===== src/rtl/xtal_osc_ctrl_pkg.sv =====
// Shared definitions for the 32 kHz crystal oscillator controller:
// FSM state encoding and a counter-width helper.
package xtal_osc_ctrl_pkg;

    localparam int STATE_W = 3;

    typedef enum logic [STATE_W-1:0] {
        ST_OFF     = 3'd0,
        ST_STARTUP = 3'd1,
        ST_VERIFY  = 3'd2,
        ST_RUN     = 3'd3,
        ST_STANDBY = 3'd4,
        ST_WAKE    = 3'd5,
        ST_FAULT   = 3'd6
    } state_t;

    // Bits needed to count 0..n-1, never less than one bit.
    function automatic int cnt_w(input int n);
        return (n > 1) ? $clog2(n) : 1;
    endfunction

endpackage


===== src/rtl/xtal_osc_sync_edge.sv =====
// Multi-flop synchronizer for the asynchronous oscillator output,
// followed by a rising-edge detector on the synchronized level.
module xtal_osc_sync_edge #(
    parameter int SYNC_STAGES = 2
) (
    input  logic clk,
    input  logic resetn,
    input  logic din,
    output logic rise
);

    logic [SYNC_STAGES-1:0] sync_q;
    logic                   last_q;

    // Shift the raw input through the chain and remember the last stage.
    always_ff @(posedge clk) begin
        if (!resetn) begin
            sync_q <= '0;
            last_q <= 1'b0;
        end else begin
            sync_q <= {sync_q[SYNC_STAGES-2:0], din};
            last_q <= sync_q[SYNC_STAGES-1];
        end
    end

    assign rise = sync_q[SYNC_STAGES-1] & ~last_q;

endmodule


===== src/rtl/xtal_osc_ctrl.sv =====
// Crystal oscillator controller: sequences enable/standby of the macro,
// enforces startup and standby-exit delays, qualifies the oscillator by
// counting edges with a timeout, and measures its period in system clocks.
module xtal_osc_ctrl
    import xtal_osc_ctrl_pkg::*;
#(
    parameter int SYNC_STAGES    = 2,
    parameter int STARTUP_CYCLES = 1000000,
    parameter int STBY_CYCLES    = 16000,
    parameter int GOOD_EDGES     = 16,
    parameter int TIMEOUT_CYCLES = 4096,
    parameter int PER_W          = 16
) (
    input  logic               clk,
    input  logic               resetn,
    input  logic               en,
    input  logic               stby_req,
    input  logic               osc_dout,
    output logic               osc_ena,
    output logic               osc_standby,
    output logic               ready,
    output logic               fault,
    output logic [PER_W-1:0]   period,
    output logic               period_valid,
    output logic [STATE_W-1:0] state
);

    // One cycle counter serves both STARTUP and WAKE, sized for the longer.
    localparam int CYC_MAX = (STARTUP_CYCLES > STBY_CYCLES) ? STARTUP_CYCLES : STBY_CYCLES;
    localparam int CYC_W   = cnt_w(CYC_MAX);
    localparam int EDG_W   = cnt_w(GOOD_EDGES);
    localparam int TMO_W   = cnt_w(TIMEOUT_CYCLES);

    localparam logic [CYC_W-1:0] STARTUP_LAST = CYC_W'(STARTUP_CYCLES - 1);
    localparam logic [CYC_W-1:0] STBY_LAST    = CYC_W'(STBY_CYCLES - 1);
    localparam logic [EDG_W-1:0] GOOD_LAST    = EDG_W'(GOOD_EDGES - 1);
    localparam logic [TMO_W-1:0] TMO_LAST     = TMO_W'(TIMEOUT_CYCLES - 1);
    localparam logic [PER_W-1:0] PER_MAX      = '1;

    state_t             st, st_nxt;
    logic               rise;
    logic [CYC_W-1:0]   cyc_cnt;
    logic [EDG_W-1:0]   edge_cnt;
    logic [TMO_W-1:0]   tmo_cnt;
    logic [PER_W-1:0]   per_cnt;
    logic               per_armed;
    logic               tmo_hit;
    logic               supervise;

    xtal_osc_sync_edge #(
        .SYNC_STAGES(SYNC_STAGES)
    ) u_sync (
        .clk    (clk),
        .resetn (resetn),
        .din    (osc_dout),
        .rise   (rise)
    );

    // An edge on the expiry cycle rescues the oscillator.
    assign tmo_hit   = (tmo_cnt == TMO_LAST) && !rise;
    assign supervise = (st == ST_VERIFY) || (st == ST_RUN);
    assign state     = st;

    // Next-state decision; dropping en overrides every other condition.
    always_comb begin
        st_nxt = st;
        if (!en) begin
            st_nxt = ST_OFF;
        end else begin
            case (st)
                ST_OFF:     st_nxt = ST_STARTUP;
                ST_STARTUP: if (cyc_cnt == STARTUP_LAST) st_nxt = ST_VERIFY;
                ST_VERIFY: begin
                    if (rise && edge_cnt == GOOD_LAST) st_nxt = ST_RUN;
                    else if (tmo_hit)                  st_nxt = ST_FAULT;
                end
                ST_RUN: begin
                    if (tmo_hit)       st_nxt = ST_FAULT;
                    else if (stby_req) st_nxt = ST_STANDBY;
                end
                ST_STANDBY: if (!stby_req) st_nxt = ST_WAKE;
                ST_WAKE: begin
                    if (stby_req)                  st_nxt = ST_STANDBY;
                    else if (cyc_cnt == STBY_LAST) st_nxt = ST_VERIFY;
                end
                ST_FAULT:   st_nxt = ST_FAULT;
                default:    st_nxt = ST_OFF;
            endcase
        end
    end

    // State, counters, period measurement and registered outputs.
    always_ff @(posedge clk) begin
        if (!resetn) begin
            st           <= ST_OFF;
            cyc_cnt      <= '0;
            edge_cnt     <= '0;
            tmo_cnt      <= '0;
            per_cnt      <= '0;
            per_armed    <= 1'b0;
            period       <= '0;
            period_valid <= 1'b0;
            osc_ena      <= 1'b0;
            osc_standby  <= 1'b0;
            ready        <= 1'b0;
            fault        <= 1'b0;
        end else begin
            st           <= st_nxt;
            period_valid <= 1'b0;

            // Delay counter restarts on every state change.
            if (st_nxt != st)
                cyc_cnt <= '0;
            else if (st == ST_STARTUP || st == ST_WAKE)
                cyc_cnt <= cyc_cnt + 1'b1;

            // Qualification: fresh edge count and timeout on each VERIFY entry.
            if (st_nxt == ST_VERIFY && st != ST_VERIFY) begin
                edge_cnt  <= '0;
                tmo_cnt   <= '0;
                per_armed <= 1'b0;
            end else if (supervise) begin
                if (rise) begin
                    tmo_cnt <= '0;
                    if (st == ST_VERIFY)
                        edge_cnt <= edge_cnt + 1'b1;
                end else if (tmo_cnt != TMO_LAST) begin
                    tmo_cnt <= tmo_cnt + 1'b1;
                end
            end

            // Period: first edge only arms the measurement, later edges report it.
            if (supervise && en) begin
                if (rise) begin
                    per_cnt   <= '0;
                    per_armed <= 1'b1;
                    if (per_armed) begin
                        period       <= (per_cnt == PER_MAX) ? PER_MAX : per_cnt + 1'b1;
                        period_valid <= 1'b1;
                    end
                end else if (per_cnt != PER_MAX) begin
                    per_cnt <= per_cnt + 1'b1;
                end
            end else begin
                per_cnt <= '0;
            end

            osc_ena     <= (st_nxt != ST_OFF) && (st_nxt != ST_FAULT);
            osc_standby <= (st_nxt == ST_STANDBY);
            ready       <= (st_nxt == ST_RUN);
            if (st_nxt == ST_FAULT)
                fault <= 1'b1;
            else if (st_nxt == ST_OFF)
                fault <= 1'b0;
        end
    end

endmodule


===== config.mk =====
export PLATFORM = sky130hd
export DESIGN_NAME = xtal_osc_ctrl
export DESIGN_NICKNAME = d
export VERILOG_FILES = /design/src/rtl/xtal_osc_ctrl_pkg.sv /design/src/rtl/xtal_osc_sync_edge.sv /design/src/rtl/xtal_osc_ctrl.sv
export SDC_FILE = /design/constraint.sdc
export NUM_CORES = 1
export LEC_CHECK = 0
export ABC_AREA = 1
export BUFFER_PORTS_ARGS = -buffer_cell sky130_fd_sc_hd__buf_4
export CORE_AREA = 3 3 119 121
export DETAILED_ROUTE_END_ITERATION = 7
export DIE_AREA = 0 0 122 124
export GPL_TIMING_DRIVEN = 0
export PLACE_DENSITY = 0.46
export SLEW_MARGIN = 20
export SYNTH_ARGS = -nofsm -noshare
export SYNTH_HDL_FRONTEND = slang
export SYNTH_SLANG_ARGS = --single-unit

===== constraint.sdc =====
create_clock -name clk -period 3.83 [get_ports clk]
set_input_delay 0.1915 -clock clk [delete_from_list [all_inputs] [get_ports clk]]
set_output_delay 0.1915 -clock clk [all_outputs]
set_load 0.05 [all_outputs]

==> flow_metrics.py, run 1 <==
metrics = {
    "outcome": {
        "outcome": "completed",
    },
    "logic_synthesis": {
        "synth_cells": 516,
        "yosysMostFrequentCell": "nand2_1",
        "yosys_warnings": 0,
        "syn-num-nets": 525,
        "synthFlopType": "dfxtp_1",
        "synth_area_leaders": "dfxtp_1 (41%), nand2_1 (8.8%), xor2_1 (6.5%)",
        "syn_area_sq_um": 3910,
        "synth_edf_count": 0,
        "avgSynthCellArea_sq_um": 7.58,
        "ys_seq_area_frac": 0.409,
        "synth.top_cell.area_share": 0.409,
        "synth.distinct_cells": 42,
        "ys_ff_latch": 80,
        "synth-async-reset-ratio": 0,
        "synth_area_leader_cell": "dfxtp_1",
        "synthTopCellsByCount": "nand2_1 (92), dfxtp_1 (80), nor2_1 (67), inv_1 (61), xor2_1 (29)",
    },
    "layout": {
        "antenna_cells": 0,
        "syn2layout_area_growth_pct": 19.9,
        "final_area_sq_um": 4690,
        "layout-drive-gt1-share": 0.190,
        "nets": 563,
    },
    "drt": {
        "firstDrtPassIters": 4,
        "vias": 3247,
        "drtAntennaViolNets": 0,
        "finalWirelength_um": 8840,
        "routedWlPerCell_um": 12.0,
        "route.detailed.drc": 0,
        "vias_per_cell": 4.42,
        "drtIter0Drc": 152,
    },
    "sta": {
        "period_needed_ns": 2.17,
        "max_freq_mhz": 461,
        "finalCritPeriodShare": 0.567,
        "clock-skew-final_ns": 0.00970,
        "hold_violations": 0,
        "report.final.slew_viol_count": 0,
        "setup_viol": 0,
        "final.setup.tns_ns": 0,
        "rsz0062_at_grt": "false",
        "worst_slack_ns": 1.66,
        "timing.slew.headroom": 0.571,
        "worst_slew_pin_slew_ns": 0.641,
    },
    "global_routing": {
        "grt_first_pass_wirelength_um": 15100,
        "grt_pass1_vias": 3198,
        "antenna_found_initial": 0,
        "grt-ovfl-total": 0,
        "grt_max_degree": 15,
        "grt_usage": 0.127,
    },
    "floorplan": {
        "start_util": 0.297,
        "die-area_sq_um": 15100,
        "core_area_sq_um": 13200,
        "die_w_um": 122,
        "core.rowCount": 42,
        "die_y_um": 124,
        "pin_count": 29,
    },
    "worst_setup_path": {
        "critPathLaunchType": "register",
        "cp_top_family": "simple AND/OR/NAND/NOR gates",
        "required_ns": 4.03,
        "end_kind": "register",
        "slowest_stage": "dfxtp_1",
        "critPathBufInv": 1,
        "crit_type": "reg -> reg",
        "path_cells": "ha_1 > nand3_2 > nor2_2 > nand3_2 > a21boi_1 > nor2_1 > nand2_2 > nand3_1 > nand2_2 > buf_2 > nor3_1",
        "path_max_fanout": 10,
        "critPathMaxStageDelay_ns": 0.37,
        "arrival_ns": 2.38,
    },
    "clock_network": {
        "cts_num_sinks": 80,
        "cts_resized": 0,
        "hold_buffers": 0,
        "clk_pin_slew_ns": 0.07,
        "htreeDepth": 3,
        "cts_tree": "done",
        "clk_latency_ns": 0.35,
        "cts_buffers": 9,
        "root_buffer": "clkbuf_16",
        "cts_max_path_buffers": 2,
        "cts_setup_buffers": 0,
    },
    "pwr": {
        "peakVddDrop_v": 0.000228,
        "p_per_area_nw_per_um2": 404,
        "p_leak_nw": 1.86,
    },
    "placed_design": {
        "port_buffers": 27,
        "place_hpwl_um": 6650,
        "gp_congestion": 0.850,
        "pre_cts_ws_ns": 1.65,
        "placed_area_sq_um": 4340,
    },
    "hold_path": {
        "holdCritPathClass": "in -> reg",
    },
    "flow_run": {
        "drv_cap": 0,
    },
}
[cell type report]
cell class                      instances  area, sq um
Fill cell                            1405         8500
Multi-Input combinational cell        359         2000
Sequential cell                        80         1600
Inverter                               66          248
Clock buffer                           10          239
Tap cell                              176          220
Timing Repair Buffer                   27          203
Clock inverter                          6          115
Buffer                                 11         67.6
[per-stage QoR]
stage	utilization	hold WS, ns	cells	power (mW)
final	0.356	0.0310	735	1.90
after global routing	0.356	0.0324	735	1.96
after CTS	0.356	0.0138	735	1.93
after detailed placement	0.329	0.379	719	0.905
after global placement	0.329	0.376	719	0.904
after floorplan	-	0.289	516	0.889
[metal layers]
| metal | up-vias | global-route usage | part of all wire |
|---|---|---|---|
| met5 | - | 0 | 0 |
| met4 | 0 | 0.0427 | 0.014 |
| met3 | 7 | 0.0513 | 0.047 |
| met2 | 48 | 0.211 | 0.46 |
| met1 | 1469 | 0.150 | 0.48 |
| li1 | 1723 | - | - |
[worst reg2reg max path, cell delays in order (launching register included)]
cell and delay, ns:
dfxtp_1 0.37, ha_1 0.23, nand3_2 0.10, nor2_2 0.15
nand3_2 0.18, a21boi_1 0.17, nor2_1 0.07, nand2_2 0.09
nand3_1 0.11, nand2_2 0.19, buf_2 0.27, nor3_1 0.09
[placed cells by master (no fill, tap or decap), types with 2 or more instances in the layout]
master	Yosys	layout
nand4_1	10	10
nand3b_1	2	2
buf_4	2	29
clkbuf_1	3	3
buf_2	3	3
nor4_1	3	3
nand3_2	3	3
clkbuf_16	0	9
nor3_2	6	6
nor2_1	67	67
dfxtp_1	80	80
inv_2	5	5
nor3b_1	3	3
nand2_2	9	9
nand2_1	92	92
xnor2_1	10	10
a21oi_1	9	9
nor2_4	4	4
nand3_1	26	26
bufinv_16	0	3
nor3_1	22	22
o211ai_1	10	10
nor2_2	24	24
buf_6	2	2
o21ai_0	11	11
xor2_1	29	29
inv_1	61	61
ha_1	4	4
[cell families after synthesis]
group	after synthesis	synth area share
and+or+nand+nor	277	0.348
adders and majority gates	4	0.0128
DFF	80	0.409
muxes	1	0.00256
buffers and inverters	77	0.0806
AOI/OAI and AO/OA	38	0.0592
xor gates and xnor gates	39	0.0873
[registers in the layout, indices dropped and copies added, names as in the netlist, 2 cells and up]
name,count
u_sync.sync_q,2
per_cnt,16
cyc_cnt,20
tmo_cnt,12
period,16
edge_cnt,4
state,3
[where the power goes]
| part | internal, mW | switching, mW | leakage, nW |
|---|---|---|---|
| combinational | 0.0136 | 0.0339 | 1.05 |
| clock | 0.658 | 0.354 | 0.169 |
| sequential | 0.835 | 0.00227 | 0.645 |
| total | 1.51 | 0.390 | 1.86 |
[final timing paths]
check	startpoint	end	slack, ns	cells after the start
setup / recovery	tmo_cnt[0]$_SDFFE_PP0P_	tmo_cnt[6]$_SDFFE_PP0P_	1.66	11
hold reg to reg	u_sync.sync_q[0]$_SDFF_PN0_	u_sync.sync_q[1]$_SDFF_PN0_	0.41	2
hold / removal	osc_dout	u_sync.sync_q[0]$_SDFF_PN0_	0.03	3
setup reg to reg	tmo_cnt[0]$_SDFFE_PP0P_	tmo_cnt[6]$_SDFFE_PP0P_	1.66	11
No activity file was read; power rests on OpenSTA's default activity.
==> run 2: changes to the inputs <==
- clock period: 3.83 -> 2.3 ns (I/O delays scaled with it)
==> run 2 against run 1 <==
Effect of this change: critical path type unchanged; total power rose by 67%; count of clock-buffer cells in the layout did not move; hold slack improved by 0.079 ns; final area rose by 0.37%; setup slack got worse by 1.5 ns; critical path depth rose by 1; fmax rose by 2.8%; core utilization rose by 0.13 points; largest cell class unchanged; flip-flop and latch count did not move.
==> flow_metrics.py, run 2 (same netlist as run 1, synthesis figures left out) <==
metrics = {
    "drt": {
        "firstDrtPassIters": 4,
        "vias_per_cell": 4.42,
        "drtAntennaViolNets": 0,
        "finalWirelength_um": 8820,
        "drtIter0Drc": 152,
        "vias": 3254,
        "routedWlPerCell_um": 12.0,
        "route.detailed.drc": 0,
    },
    "worst_setup_path": {
        "required_ns": 2.59,
        "end_kind": "register",
        "cp_top_family": "simple AND/OR/NAND/NOR gates",
        "critPathLaunchType": "register",
        "path_max_fanout": 10,
        "crit_top_cell": "nand2_1",
        "arrival_ns": 2.40,
        "path_cells": "ha_1 > nand2_1 > nor3_2 > nand2_1 > nor2_1 > nand3_1 > inv_1 > buf_4 > nor2_1 > nand2_1 > o211ai_1 > inv_1",
        "crit_type": "reg -> reg",
        "critPathBufInv": 3,
        "critPathMaxStageDelay_ns": 0.34,
        "slowest_stage": "dfxtp_1",
    },
    "layout": {
        "final_cell_mix": "nand2_1 (92), dfxtp_1 (80), nor2_1 (67)",
        "syn2layout_area_growth_pct": 20.3,
        "fillerInstances": 1406,
        "final_area_sq_um": 4710,
        "layout-drive-gt1-share": 0.189,
        "nets": 564,
        "fin_util": 0.357,
        "largest_register": "cyc_cnt",
        "largestRegisters": "cyc_cnt: 20 flops, per_cnt: 16 flops, period: 16 flops",
        "largest_reg_flops": 20,
        "final_common_cell": "nand2_1",
        "antenna_cells": 0,
    },
    "sta": {
        "clock-skew-final_ns": 0.00969,
        "holdWs_ns": 0.110,
        "rsz0062_at_grt": "false",
        "period_needed_ns": 2.11,
        "finalCritPeriodShare": 0.918,
        "timing.slew.headroom": 0.570,
        "worst_slack_ns": 0.188,
        "report.final.slew_viol_count": 0,
        "hold_violations": 0,
        "final.setup.tns_ns": 0,
        "setup_viol": 0,
        "max_freq_mhz": 473,
        "worst_slew_pin_slew_ns": 0.642,
    },
    "pwr": {
        "switching_share": 0.206,
        "p_per_area_nw_per_um2": 671,
        "p_leak_nw": 1.87,
        "power_switching_mw": 0.650,
        "intPower_mw": 2.51,
        "p_clk_frac": 0.533,
        "peakVddDrop_v": 0.000380,
        "pwr-share-comb": 0.026,
        "pwr-share-seq": 0.441,
    },
    "floorplan": {
        "core_area_sq_um": 13200,
        "die_w_um": 122,
        "pin_count": 29,
        "start_util": 0.297,
        "die_y_um": 124,
        "die-area_sq_um": 15100,
        "core.rowCount": 42,
    },
    "global_routing": {
        "antenna_found_initial": 0,
        "grt-ovfl-total": 0,
        "grt_first_pass_wirelength_um": 15100,
        "grt_usage": 0.127,
        "grt_max_degree": 15,
        "grt_pass1_vias": 3192,
    },
    "clock_network": {
        "cts_num_sinks": 80,
        "htreeDepth": 3,
        "cts_max_path_buffers": 2,
        "cts_tree": "done",
        "cts_buffers": 9,
        "root_buffer": "clkbuf_16",
        "clk_pin_slew_ns": 0.06,
        "cts_setup_buffers": 0,
        "clk_latency_ns": 0.35,
    },
    "flow_run": {
        "drv_cap": 0,
    },
    "placed_design": {
        "gp_congestion": 0.850,
        "port_buffers": 27,
        "pre_cts_ws_ns": 0.124,
        "placed_area_sq_um": 4340,
        "place_hpwl_um": 6650,
    },
    "outcome": {
        "outcome": "completed",
    },
    "hold_path": {
        "holdCritPathClass": "in -> reg",
    },
}
run 2: cell count changes in the layout (fill, tap and decap cells not counted), sizes merged:
cell	delta
dlygate4sd3	+1
clkbuf	+1
buf	-1
run 2: path summary, 6_finish.rpt:
| kind | from | end | slack, ns | cells after the start |
|---|---|---|---|---|
| worst max-delay path | per_cnt[1]$_SDFFE_PP0N_ | period[0]$_SDFFE_PN0P_ | 0.19 | 12 |
| worst min-delay path | en | state[1]$_SDFF_PN0_ | 0.11 | 3 |
| worst max register to register | per_cnt[1]$_SDFFE_PP0N_ | period[0]$_SDFFE_PN0P_ | 0.19 | 12 |
| worst min register to register | u_sync.sync_q[0]$_SDFF_PN0_ | u_sync.sync_q[1]$_SDFF_PN0_ | 0.41 | 2 |
run 2: repair_timing:
action | 4_1_cts | 5_1_grt
hold buffers | 1 | 0
resized for setup | 0 | 2
hold endpoints to repair | 1 | 0
setup endpoints to repair | 0 | 9
run 2: worst min-delay path, stage by stage:
cell     delay (ns)
buf_4          0.15
nand2_2        0.10
nor2_1         0.04
run 2: metal layers:
metal	global-route usage	wire, um	vias up
li1	-	-	1728
met1	0.150	4190	1470
met2	0.211	4100	49
met3	0.0513	412	7
met4	0.0427	123	0
met5	0	0	-
run 2: area by class of cell:
| type | instances | area, sq um | area share |
|---|---|---|---|
| multi-input cells | 359 | 2000 | 0.425 |
| plain buffers | 11 | 70.1 | 0.0149 |
| clock buffers | 10 | 239 | 0.0508 |
| clock inverters | 6 | 115 | 0.0245 |
| well taps | 176 | 220 | 0.0468 |
| flip-flops and latches | 80 | 1600 | 0.340 |
| repair buffers | 28 | 213 | 0.0452 |
| inverters | 66 | 248 | 0.0526 |
run 2: stage by stage:
| stage | cells | power [mW] |
|---|---|---|
| floorplan | 516 | 1.48 |
| global placement | 719 | 1.51 |
| detailed placement | 719 | 1.51 |
| CTS | 736 | 3.22 |
| global route | 736 | 3.27 |
| finish | 736 | 3.16 |
run 2: power groups by stage:
stage	Combinational, mW	Sequential [mW]	Clock (mW)
6_report	0.0816	1.39	1.68
5_1_grt	0.0907	1.39	1.79
4_1_cts	0.0830	1.39	1.74
3_5_place_dp	0.0816	1.43	0
3_3_place_gp	0.0808	1.42	0
2_1_floorplan	0.0502	1.43	0
==> run 3: changes to the inputs <==
- REMOVE_ABC_BUFFERS: unset -> 1
==> run 3 against run 2 <==
Effect of this change: final area shrank 1.2%; critical path depth rose by 1; die area unchanged; non-clock buffer count decreased by 7; via count fell by 0.71%; count of clock-buffer cells in the layout stayed put; setup slack improved by 0.018 ns; flip-flop and latch count stayed put.
==> flow_metrics.py, run 3 (same netlist as run 1, synthesis figures left out) <==
metrics = {
    "drt": {
        "finalWirelength_um": 8320,
        "vias": 3231,
        "routedWlPerCell_um": 11.4,
        "drtAntennaViolNets": 0,
        "drtIter0Drc": 135,
        "route.detailed.drc": 0,
        "vias_per_cell": 4.43,
        "firstDrtPassIters": 4,
    },
    "clock_network": {
        "clk_pin_slew_ns": 0.06,
        "cts_buffers": 9,
        "htreeDepth": 3,
        "clk_latency_ns": 0.34,
        "root_buffer": "clkbuf_16",
        "cts_tree": "done",
        "cts_max_path_buffers": 2,
        "cts_num_sinks": 80,
    },
    "pwr": {
        "pwr-share-seq": 0.476,
        "p_per_area_nw_per_um2": 630,
        "p_clk_frac": 0.498,
        "total_power_mw": 2.93,
        "peakVddDrop_v": 0.000381,
        "switching_share": 0.220,
        "pwr-share-comb": 0.026,
        "power_switching_mw": 0.646,
        "intPower_mw": 2.28,
        "p_leak_nw": 1.82,
    },
    "hold_path": {
        "min_from": "en",
        "hold-path-endpoint": "state[2]$_SDFF_PN0_",
        "min_path_cells": 3,
        "holdCritPathClass": "in -> reg",
    },
    "floorplan": {
        "die_w_um": 122,
        "start_util": 0.297,
        "die_y_um": 124,
        "core_area_sq_um": 13200,
        "pin_count": 29,
        "die-area_sq_um": 15100,
        "core.rowCount": 42,
    },
    "layout": {
        "multi_input_area_sq_um": 2020,
        "final-seq-area_sq_um": 1600,
        "fillerInstances": 1422,
        "largest_register": "cyc_cnt",
        "antenna_cells": 0,
        "largest_reg_flops": 20,
        "final_common_cell": "nand2_1",
        "largestRegisters": "cyc_cnt: 20 flops, per_cnt: 16 flops, period: 16 flops",
        "final_cell_mix": "nand2_1 (92), dfxtp_1 (80), nor2_1 (67)",
        "nets": 558,
        "syn2layout_area_growth_pct": 18.8,
        "fin_util": 0.352,
        "layout-drive-gt1-share": 0.193,
    },
    "global_routing": {
        "grt_usage": 0.121,
        "antenna_found_initial": 0,
        "grt-ovfl-total": 0,
        "grt_first_pass_wirelength_um": 14400,
        "grt_pass1_vias": 3179,
        "grt_max_degree": 23,
    },
    "worst_setup_path": {
        "cp_top_family": "simple AND/OR/NAND/NOR gates",
        "crit_type": "reg -> reg",
        "slowest_stage": "dfxtp_1",
        "arrival_ns": 2.37,
        "rrSetupSlack_ns": 0.21,
        "end_kind": "register",
        "required_ns": 2.57,
        "r2r-start": "tmo_cnt[0]$_SDFFE_PP0P_",
        "critPathLaunchType": "register",
        "path_cells": "ha_1 > nand3_2 > nor2_2 > nand3_2 > a21boi_1 > nor2_1 > nand2_2 > nand2_2 > nand2_1 > nand2_1 > nor2_4 > nand2_8 > nor2_2",
        "critPathBufInv": 0,
        "critPathMaxStageDelay_ns": 0.37,
        "timing.rr.end": "cyc_cnt[15]$_SDFFE_PP0P_",
        "reg2reg_depth": 13,
        "path_max_fanout": 20,
    },
    "sta": {
        "finalCritPeriodShare": 0.911,
        "setup_viol": 0,
        "clock-skew-final_ns": 0.0111,
        "max_freq_mhz": 477,
        "period_needed_ns": 2.09,
        "report.final.slew_viol_count": 0,
        "hold_violations": 0,
        "worst_slew_pin_slew_ns": 0.760,
        "timing.slew.headroom": 0.491,
    },
    "placed_design": {
        "place_hpwl_um": 6160,
        "gp_congestion": 0.807,
        "port_buffers": 28,
    },
    "flow_run": {
        "drv_cap": 0,
    },
    "outcome": {
        "outcome": "completed",
    },
}
==> run 3: worst max-delay path by stage <==
stage,start,end,slack [ns],cells after the start
floorplan,state[1]$_SDFF_PN0_,period[11]$_SDFFE_PN0P_,-0.85,7
global placement,state[1]$_SDFF_PN0_,period[11]$_SDFFE_PN0P_,-1.56,7
detailed placement,tmo_cnt[0]$_SDFFE_PP0P_,cyc_cnt[12]$_SDFFE_PP0P_,0.02,13
CTS,per_cnt[1]$_SDFFE_PP0N_,period[1]$_SDFFE_PN0P_,0.15,11
global route,tmo_cnt[0]$_SDFFE_PP0P_,cyc_cnt[18]$_SDFFE_PP0P_,-0.03,13
finish,tmo_cnt[0]$_SDFFE_PP0P_,cyc_cnt[15]$_SDFFE_PP0P_,0.21,13
==> run 3: area by class of cell <==
type | count | area share
clock inverters | 6 | 0.0140
well taps | 176 | 0.0474
repair buffers | 32 | 0.0522
inverters | 66 | 0.0541
flip-flops and latches | 80 | 0.344
clock buffers | 10 | 0.0514
repair inverters | 1 | 0.00108
multi-input cells | 359 | 0.435
==> run 3: worst reg2reg max path: stages (launching register included) <==
cell and delay, ns:
dfxtp_1 0.37, ha_1 0.22, nand3_2 0.11, nor2_2 0.15, nand3_2 0.17, a21boi_1 0.16, nor2_1 0.07, nand2_2 0.09
nand2_2 0.08, nand2_1 0.06, nand2_1 0.09, nor2_4 0.18, nand2_8 0.16, nor2_2 0.13
==> run 3: stage by stage <==
step / area (sq um) / TNS [ns] / setup WS, ns / hold slack (ns) / cells
finish: 4650 / 0 / 0.206 / 0.111 / 730
global route: 4650 / -0.273 / -0.0292 / 0.0915 / 730
CTS: 4610 / 0 / 0.146 / 0.0879 / 728
detailed placement: 4300 / 0 / 0.0200 / 0.304 / 711
global placement: 4280 / -23.26 / -1.56 / 0.304 / 709
floorplan: 3840 / -11.72 / -0.849 / 0.208 / 505
==> run 3: repair_timing <==
action,4_1_cts,5_1_grt
hold buffers,1,0
cloned,0,1
pin swaps,0,0
buffers inserted,0,1
endpoints found under the setup margin,1,32
hold endpoints to repair,1,0
gates resized for setup,1,4
==> run 3: per-layer routing <==
layer / wire, um / share of wire / track usage
met5: 0 / 0 / 0
met4: 140 / 0.017 / 0.0490
met3: 324 / 0.039 / 0.0431
met2: 3860 / 0.46 / 0.195
met1: 4000 / 0.48 / 0.147
==> run 3: power by group through the flow <==
stage / Combinational (mW) / Sequential (mW) / Clock (mW)
2_1_floorplan: 0.0371 / 1.43 / 0
3_3_place_gp: 0.0717 / 1.43 / 0
3_5_place_dp: 0.0718 / 1.43 / 0
4_1_cts: 0.0747 / 1.39 / 1.52
5_1_grt: 0.0850 / 1.39 / 1.57
6_report: 0.0760 / 1.39 / 1.46
